$ cat src/rtl/v2f_divmod_seq.sv
// Sequential radix-2 restoring divider: quotient and remainder, valid/ready in and out.
// Optional `V2F_DIVMOD_DBZ_EN adds a DBZ flag and a one-cycle divide-by-zero path.
//
// state  | meaning
// -------+------------------------------------------------------------
// S_IDLE | ready for a new operand pair
// S_RUN  | producing one quotient bit per cycle, MSB first
// S_DONE | sign-corrected Q/R held, OUT_VALID high until OUT_READY

module v2f_divmod_seq #(
    parameter int WIDTH    = 8,
    parameter int A_SIGNED = 0,
    parameter int B_SIGNED = 0
) (
    input  logic             CLK,
    input  logic             SRST,
    input  logic             IN_VALID,
    output logic             IN_READY,
    input  logic [WIDTH-1:0] A,
    input  logic [WIDTH-1:0] B,
    output logic             OUT_VALID,
    input  logic             OUT_READY,
    output logic [WIDTH-1:0] Q,
    output logic [WIDTH-1:0] R
`ifdef V2F_DIVMOD_DBZ_EN
    ,
    output logic             DBZ
`endif
);

    localparam int CW = $clog2(WIDTH + 1);

    generate
        if (A_SIGNED != B_SIGNED) begin : g_sign_mismatch
            $error("v2f_divmod_seq: A_SIGNED and B_SIGNED must be equal");
        end
        if (WIDTH < 2 || WIDTH > 32) begin : g_width_range
            $error("v2f_divmod_seq: WIDTH must be in 2..32");
        end
    endgenerate

    typedef enum logic [1:0] {
        S_IDLE = 2'd0,
        S_RUN  = 2'd1,
        S_DONE = 2'd2
    } state_t;

    state_t state;
    state_t state_nxt;

    logic [WIDTH:0]   rem;
    logic [WIDTH-1:0] dvd;
    logic [WIDTH-1:0] dvs;
    logic [CW-1:0]    cnt;
    logic             q_neg;
    logic             r_neg;
    logic             b_zero;
    logic [WIDTH-1:0] q_reg;
    logic [WIDTH-1:0] r_reg;

    logic             a_neg;
    logic             b_neg;
    logic [WIDTH-1:0] a_abs;
    logic [WIDTH-1:0] b_abs;
    logic             b_is_zero;
    logic             zero_fast;
    logic             last;
    logic [WIDTH+1:0] shifted;
    logic             take;
    logic [WIDTH:0]   rem_step;
    logic [WIDTH-1:0] dvd_step;
    logic [WIDTH-1:0] q_fix;
    logic [WIDTH-1:0] r_fix;

    always_comb begin
        a_neg     = (A_SIGNED != 0) && A[WIDTH-1];
        b_neg     = (B_SIGNED != 0) && B[WIDTH-1];
        a_abs     = a_neg ? (~A + 1'b1) : A;
        b_abs     = b_neg ? (~B + 1'b1) : B;
        b_is_zero = (B == '0);
        last      = (cnt == CW'(1));
    end

`ifdef V2F_DIVMOD_DBZ_EN
    assign zero_fast = b_is_zero;
`else
    assign zero_fast = 1'b0;
`endif

    // One restoring step; the kept remainder is always below the divisor.
    always_comb begin
        shifted  = {rem, dvd[WIDTH-1]};
        take     = (shifted >= {2'b00, dvs});
        rem_step = take ? (WIDTH + 1)'(shifted - {2'b00, dvs}) : shifted[WIDTH:0];
        dvd_step = {dvd[WIDTH-2:0], take};
        q_fix    = q_neg ? (~dvd_step + 1'b1) : dvd_step;
        r_fix    = r_neg ? (~rem_step[WIDTH-1:0] + 1'b1) : rem_step[WIDTH-1:0];
    end

    always_ff @(posedge CLK) begin
        if (SRST) begin
            state <= S_IDLE;
        end else begin
            state <= state_nxt;
        end
    end

    always_comb begin
        state_nxt = state;
        unique case (state)
            S_IDLE: begin
                if (IN_VALID) begin
                    state_nxt = zero_fast ? S_DONE : S_RUN;
                end
            end
            S_RUN: begin
                if (last) begin
                    state_nxt = S_DONE;
                end
            end
            S_DONE: begin
                if (OUT_READY) begin
                    state_nxt = S_IDLE;
                end
            end
            default: state_nxt = S_IDLE;
        endcase
    end

`ifdef V2F_DIVMOD_DBZ_EN
    logic dbz_reg;
`endif

    always_ff @(posedge CLK) begin
        if (SRST) begin
            rem    <= '0;
            dvd    <= '0;
            dvs    <= '0;
            cnt    <= '0;
            q_neg  <= 1'b0;
            r_neg  <= 1'b0;
            b_zero <= 1'b0;
            q_reg  <= '0;
            r_reg  <= '0;
`ifdef V2F_DIVMOD_DBZ_EN
            dbz_reg <= 1'b0;
`endif
        end else begin
            unique case (state)
                S_IDLE: begin
                    if (IN_VALID) begin
                        rem    <= '0;
                        dvd    <= a_abs;
                        dvs    <= b_abs;
                        cnt    <= CW'(WIDTH);
                        q_neg  <= a_neg ^ b_neg;
                        r_neg  <= a_neg;
                        b_zero <= b_is_zero;
`ifdef V2F_DIVMOD_DBZ_EN
                        dbz_reg <= b_is_zero;
                        if (b_is_zero) begin
                            q_reg <= '1;
                            r_reg <= A;
                        end
`endif
                    end
                end
                S_RUN: begin
                    rem <= rem_step;
                    dvd <= dvd_step;
                    cnt <= cnt - 1'b1;
                    if (last) begin
                        // With a zero divisor every step subtracts nothing, so the
                        // sign-restored remainder is the raw dividend; only Q needs forcing.
                        q_reg <= b_zero ? '1 : q_fix;
                        r_reg <= r_fix;
                    end
                end
                default: begin
                end
            endcase
        end
    end

    assign IN_READY  = (state == S_IDLE);
    assign OUT_VALID = (state == S_DONE);
    assign Q         = q_reg;
    assign R         = r_reg;
`ifdef V2F_DIVMOD_DBZ_EN
    assign DBZ       = dbz_reg;
`endif

endmodule

$ cat config.mk
export PLATFORM = sky130hd
export DESIGN_NAME = v2f_divmod_seq
export DESIGN_NICKNAME = d
export VERILOG_FILES = /design/src/rtl/v2f_divmod_seq.sv
export SDC_FILE = /design/constraint.sdc
export NUM_CORES = 1
export LEC_CHECK = 0
export ABC_CLOCK_PERIOD_IN_PS = 2800
export BUFFER_PORTS_ARGS = -buffer_cell sky130_fd_sc_hd__buf_2
export CORE_MARGIN = 1
export CORE_UTILIZATION = 45
export CTS_CLUSTER_DIAMETER = 30
export DETAILED_ROUTE_END_ITERATION = 7
export GPL_ROUTABILITY_DRIVEN = 0
export GPL_TIMING_DRIVEN = 0
export PLACE_DENSITY = 0.65
export SETUP_SLACK_MARGIN = 0.4
export SLEW_MARGIN = 40
export SYNTH_ARGS = -nofsm -noshare
export SYNTH_HDL_FRONTEND = slang
export SYNTH_SLANG_ARGS = --single-unit
$ cat constraint.sdc
create_clock -name CLK -period 2.8 [get_ports CLK]
set_input_delay 0.42 -clock CLK [delete_from_list [all_inputs] [get_ports CLK]]
set_output_delay 0.42 -clock CLK [all_outputs]
set_load 0.05 [all_outputs]
---- Word-level counts from Yosys, hierarchy flattened ----
Cells that the tools add are included.
operators by class
  add/sub/neg operators ................... 2
  $lt $le $gt $ge ......................... 1
  equal/unequal tests ..................... 6
  muxes and demuxes ....................... 12
  reductions and logical operators ........ 7
operators with widths
  cell                                                    count
  2-to-1 mux 9 bit                                        2
  case mux 9 bit (2 select lines)                         1
  2-to-1 mux 8 bit                                        2
  case mux 8 bit (2 select lines)                         1
  greater-or-equal comparator 10 x 8 -> 1 bit             1
  subtractor 9 x 8 -> 9 bit                               1
  zero test 8 bit                                         1
  case mux 4 bit (2 select lines)                         1
  2-to-1 mux 2 bit                                        3
  case mux 2 bit (3 select lines)                         1
  AND reduction 2 bit                                     3
  == test 4 x 1 -> 1 bit (second input constant)          1
  2-to-1 mux 4 bit                                        1
  inequality test 2 bit (second input constant)           2
  subtractor 4 x 1 -> 4 bit (second input constant)       1
  AND reduction 3 bit                                     1
  == test 2 x 1 -> 1 bit (second input constant)          1
  == test 2 bit (second input constant)                   1
  zero test 2 bit                                         1
  inequality test 2 x 1 -> 1 bit (second input constant)  1
  nonzero test 2 bit                                      1
word-level totals
  register bits after elaboration ......... 48
  input port bits ......................... 20
  output and inout port bits .............. 18
  logic and storage cells ................. 36

---- Logic depth before layout (Yosys ltp) ----
  word-level depth ........................ 3
  gate-level depth with buffers ........... 10
  gate-level depth less buffers ........... 9

---- Worst setup path after synthesis ----
OpenSTA, ideal clock, no wires.
  path kind ............................... flip-flop to flip-flop
  start ................................... register dvd[7]
  end ..................................... register rem[2]
  setup time .............................. 0.117 ns
  arrival time ............................ 2.228 ns
  data required time ...................... 2.683 ns
  slack ................................... 0.455 ns
  cell stages (with the launch flop) ...... 11
  path buffers ............................ 1
  clock period less this slack ............ 2.345 ns
  cells stage by stage .................... dfxtp_1 > inv_1 > ha_1 > inv_1 > fa_1 > nand3_1 > a31oi_2 > or4_1 > buf_6 > mux2i_1 > a22o_2
between the ends
  word-level cells in the longest chain between the ends .. 3
  elaborated cells between the ends (all ways) .. 4
  those cells by class .................... add/sub (1); order compare (1); mux (2)
RTL lines
  element                                                                                   line    RTL
  from (decl)                                                                               52      logic [WIDTH-1:0] dvd;
  from (signal assigned)                                                                    153     dvd <= a_abs;
  from (signal assigned)                                                                    170     dvd <= dvd_step;
  subtractor 9 x 8 -> 9 bit or greater-or-equal comparator 10 x 8 -> 1 bit (tied branches)  94, 93
  2-to-1 mux 9 bit (*)                                                                      94      rem_step = take ? (WIDTH + 1)'(shifted - {2'b00, dvs}) : shifted[WIDTH:0];
  case mux 9 bit (2 select lines) (*)                                                       149     unique case (state)
  to (signal assigned)                                                                      169     rem <= rem_step;
  to (decl)                                                                                 51      logic [WIDTH:0] rem;
Every way passes the cells marked *; elsewhere a longest branch is shown, timed or not.
A chain may end at the register's enable or synchronous reset.

---- Worst setup path in the final report ----
  start ................................... register dvd[7]
  end ..................................... register dvd[0]
between the ends
  word-level cells in the longest chain between the ends .. 2
RTL lines
  element                                      line  RTL
  greater-or-equal comparator 10 x 8 -> 1 bit  93    take = (shifted >= {2'b00, dvs});
  case mux 8 bit (2 select lines)              149
No other way between the ends.

==> metrics <==
outcome=completed; 1st-iter DRT viols=between 100 and 150; CP Cell Sequence=inv_2 -> ha_4 -> inv_2 -> fa_2 -> nand3_4 -> a31oi_4 -> or4_4 -> buf_2 -> a221oi_2 -> nor2_1; Max VDD drop=0.364 mV; Logic pwr share=42.9%; Die H=77.1 microns; fillers=507; Seq/Total Area, Yosys=approximately 38%; Detail Placement HPWL=approximately 4.4 mm; CP max FO=5; CTS H-tree depth=2; die width=77.1 microns; pwr dens=747 mW/mm^2; initial antenna violation count=0; crit-path most repeated cell=inv_2; most common cell after layout, fill and taps aside=dfxtp_1; ys flop type=dfxtp_1; Placed Area=0.00281 sq mm; largest net degree at the start of global routing=16; final worst slack=0.417 ns; # DRC=0; Lkg Pwr=1.24 nW; max incr delay on CP=0.55 ns; area share of the largest cell type after synthesis=around 38%; Clock Power Share=21.9%; drt pass-1 iters=4; routed vias/inst=between 5 and 6; critical path data required time=just under 3 ns; final wirelength=6.12 mm; # hold bufs at CTS=0; Peak Freq=420 MHz; CP Class=flip-flop to flip-flop; Final Skew=about 0.011 ns; Netlist cell types=50; Max Cap Viol=0; min Tclk post-route=between 2 and 2.5 ns; Hold WS=0.369 ns; root buf cell=clkbuf_8; WL/cell=14.0 microns; class of the worst hold path=input port to flip-flop; final worst-path cycle share=85.1%; Reg area=963 sq um; Hold Vio Cnt, Final=0; EDFF count, synth=0; Die ar.=0.00594 sq mm; CP max stage cell=or4_4; Worst Tran Pin Value=0.596 ns; leading area contributor after synthesis=dfxtp_1; power share of the sequential group=35.2%; Max-slew headroom=about three fifths; nets=around 400; Setup Viol. Count Final=0; Syn Area/Cell=between 8 and 9 sq um; Cells after DPL=around 420; CP Launch Type=flip-flop; CP arrival=2.56 ns; Tot GR Track Use=20.9%; number of diodes=0; Vias=2366; Ys Warns=0; Psw=0.835 mW; Clk pin slew, worst setup/hold paths=0.10 ns; Critical Path Sink Type=flip-flop; layout cells sized above 1=23.0%; Max Buffers Root-to-Sink=2; cells after synthesis=315; Top Family by Delay on Critical Path=simple AND/OR/NAND/NOR gates; area of the multi-input gates=0.00150 sq mm; cts bufs inserted=5; Congestion Overflow GR=0; Pint=between 1 and 1.5 mW; Clock Latency Late Sink=0.30 ns; final non-filler cell total=around 440; final design area excluding fillers=0.00305 sq mm; vias in the first global route=2135; RSZ-0062 raised after global routing=yes; Synth Register Bits=48; TritonCTS Sinks=48; setup_tns=0 ns; Buffers & Inverters on Critical Path=3; commonest cells after routing, fill and taps aside=dfxtp_1, nor2_1, buf_2; CTS tree=done; Mapped Area=0.00254 sq mm; dpl ws=0.216 ns; async set or reset register ratio after synthesis=0%; ranking of synthesized cells by area=dfxtp_1, a21oi_1, nor2_1, ha_1, nand2_1; Mapped Nets=roughly 350; global-route wire length before repair=9.96 mm; IO buf count=36; starting density of the core=48.1%; core outline area=0.00527 sq mm; sw frac=36.6%; Slew Viols, Final=0; synthesis-to-layout area growth=20.3%; row count=26; ANT nets after route=0; Ports=38
## synthesized netlist by cell type (3+ instances only)
master and number:
nor2_1 43, nand4_1 3, a211oi_1 9, clkbuf_1 12
nand2b_1 6, o221a_2 4, nor3_1 19, inv_1 15
nor3b_1 4, buf_1 5, xor2_1 3, a21oi_1 34
o21ai_0 7, a2111oi_0 4, mux2i_1 5, ha_1 10
buf_2 3, nand3_1 5, nor4_1 5, nor2b_1 8
nand2_1 28, dfxtp_1 48
## cell families after synthesis
| kind of cell | synth area share, % |
|---|---|
| adders and majority gates | 5.72 |
| and+or+nand+nor | 24.7 |
| muxes | 1.97 |
| AOI/OAI and AO/OA | 22.3 |
| xor gates and xnor gates | 1.38 |
| DFF | 37.9 |
| buffers and inverters | 6.06 |
## power groups by stage
stage / logic (mW) / registers, mW / clock network [mW]
2_1_floorplan: 0.579 / 0.824 / 0
3_3_place_gp: 0.761 / 0.813 / 0
3_5_place_dp: 0.762 / 0.814 / 0
4_1_cts: 0.778 / 0.798 / 0.507
5_1_grt: 1.06 / 0.810 / 0.531
6_report: 0.977 / 0.802 / 0.500
## flip-flops by register name, indices dropped and copies added, names as in the netlist
register / count
Q: 8
R: 8
b_zero: 1
cnt: 4
dvd: 8
dvs: 8
rem: 9
state: 2
## through the flow
| stage | util [%] | total power [mW] |
|---|---|---|
| floorplan | - | 1.40 |
| global placement | 53.2 | 1.57 |
| detailed placement | 53.2 | 1.58 |
| CTS | 55.6 | 2.08 |
| global route | 57.9 | 2.40 |
| finish | 57.9 | 2.28 |
## routing by layer
layer	wire length (microns)	vias up	global-route usage, %
li1	-	1221	-
met1	3100	1086	29.5
met2	2690	50	32.6
met3	257	9	3.57
met4	66	0	5.66
met5	0	-	0
## repair_timing
action                                  CTS  global route
resized for setup                         3            20
buffers inserted                          1             5
endpoints found under the setup margin   19            17
cloned                                    0             1
pin swaps                                 1             7
## worst paths after layout
check | slack (ns) | startpoint | end | cells past startpoint
max | 0.42 | dvd[7]$_SDFFE_PP0P_ | dvd[0]$_SDFFE_PP0P_ | 10
min reg2reg | 0.46 | dvs[5]$_SDFFE_PP0P_ | dvs[5]$_SDFFE_PP0P_ | 2
min | 0.37 | B[0] | dvs[0]$_SDFFE_PP0P_ | 3
max reg2reg | 0.42 | dvd[7]$_SDFFE_PP0P_ | dvd[0]$_SDFFE_PP0P_ | 10
## worst reg2reg max path: stages, from the launching register on
cell and delay, ns:
dfxtp_2 0.34, inv_2 0.08, ha_4 0.13, inv_2 0.04, fa_2 0.38, nand3_4 0.11
a31oi_4 0.09, or4_4 0.55, buf_2 0.20, a221oi_2 0.27, nor2_1 0.06
## area by class of cell
type | instances | share of cell area [%]
Multi-Input combinational cell | 230 | 49.2
Timing Repair Buffer | 43 | 7.54
Clock buffer | 5 | 2.26
Sequential cell | 48 | 31.6
Tap cell | 70 | 2.87
Inverter | 15 | 1.85
Buffer | 22 | 3.32
Clock inverter | 3 | 1.39
Power figures use the tool's default switching activity.
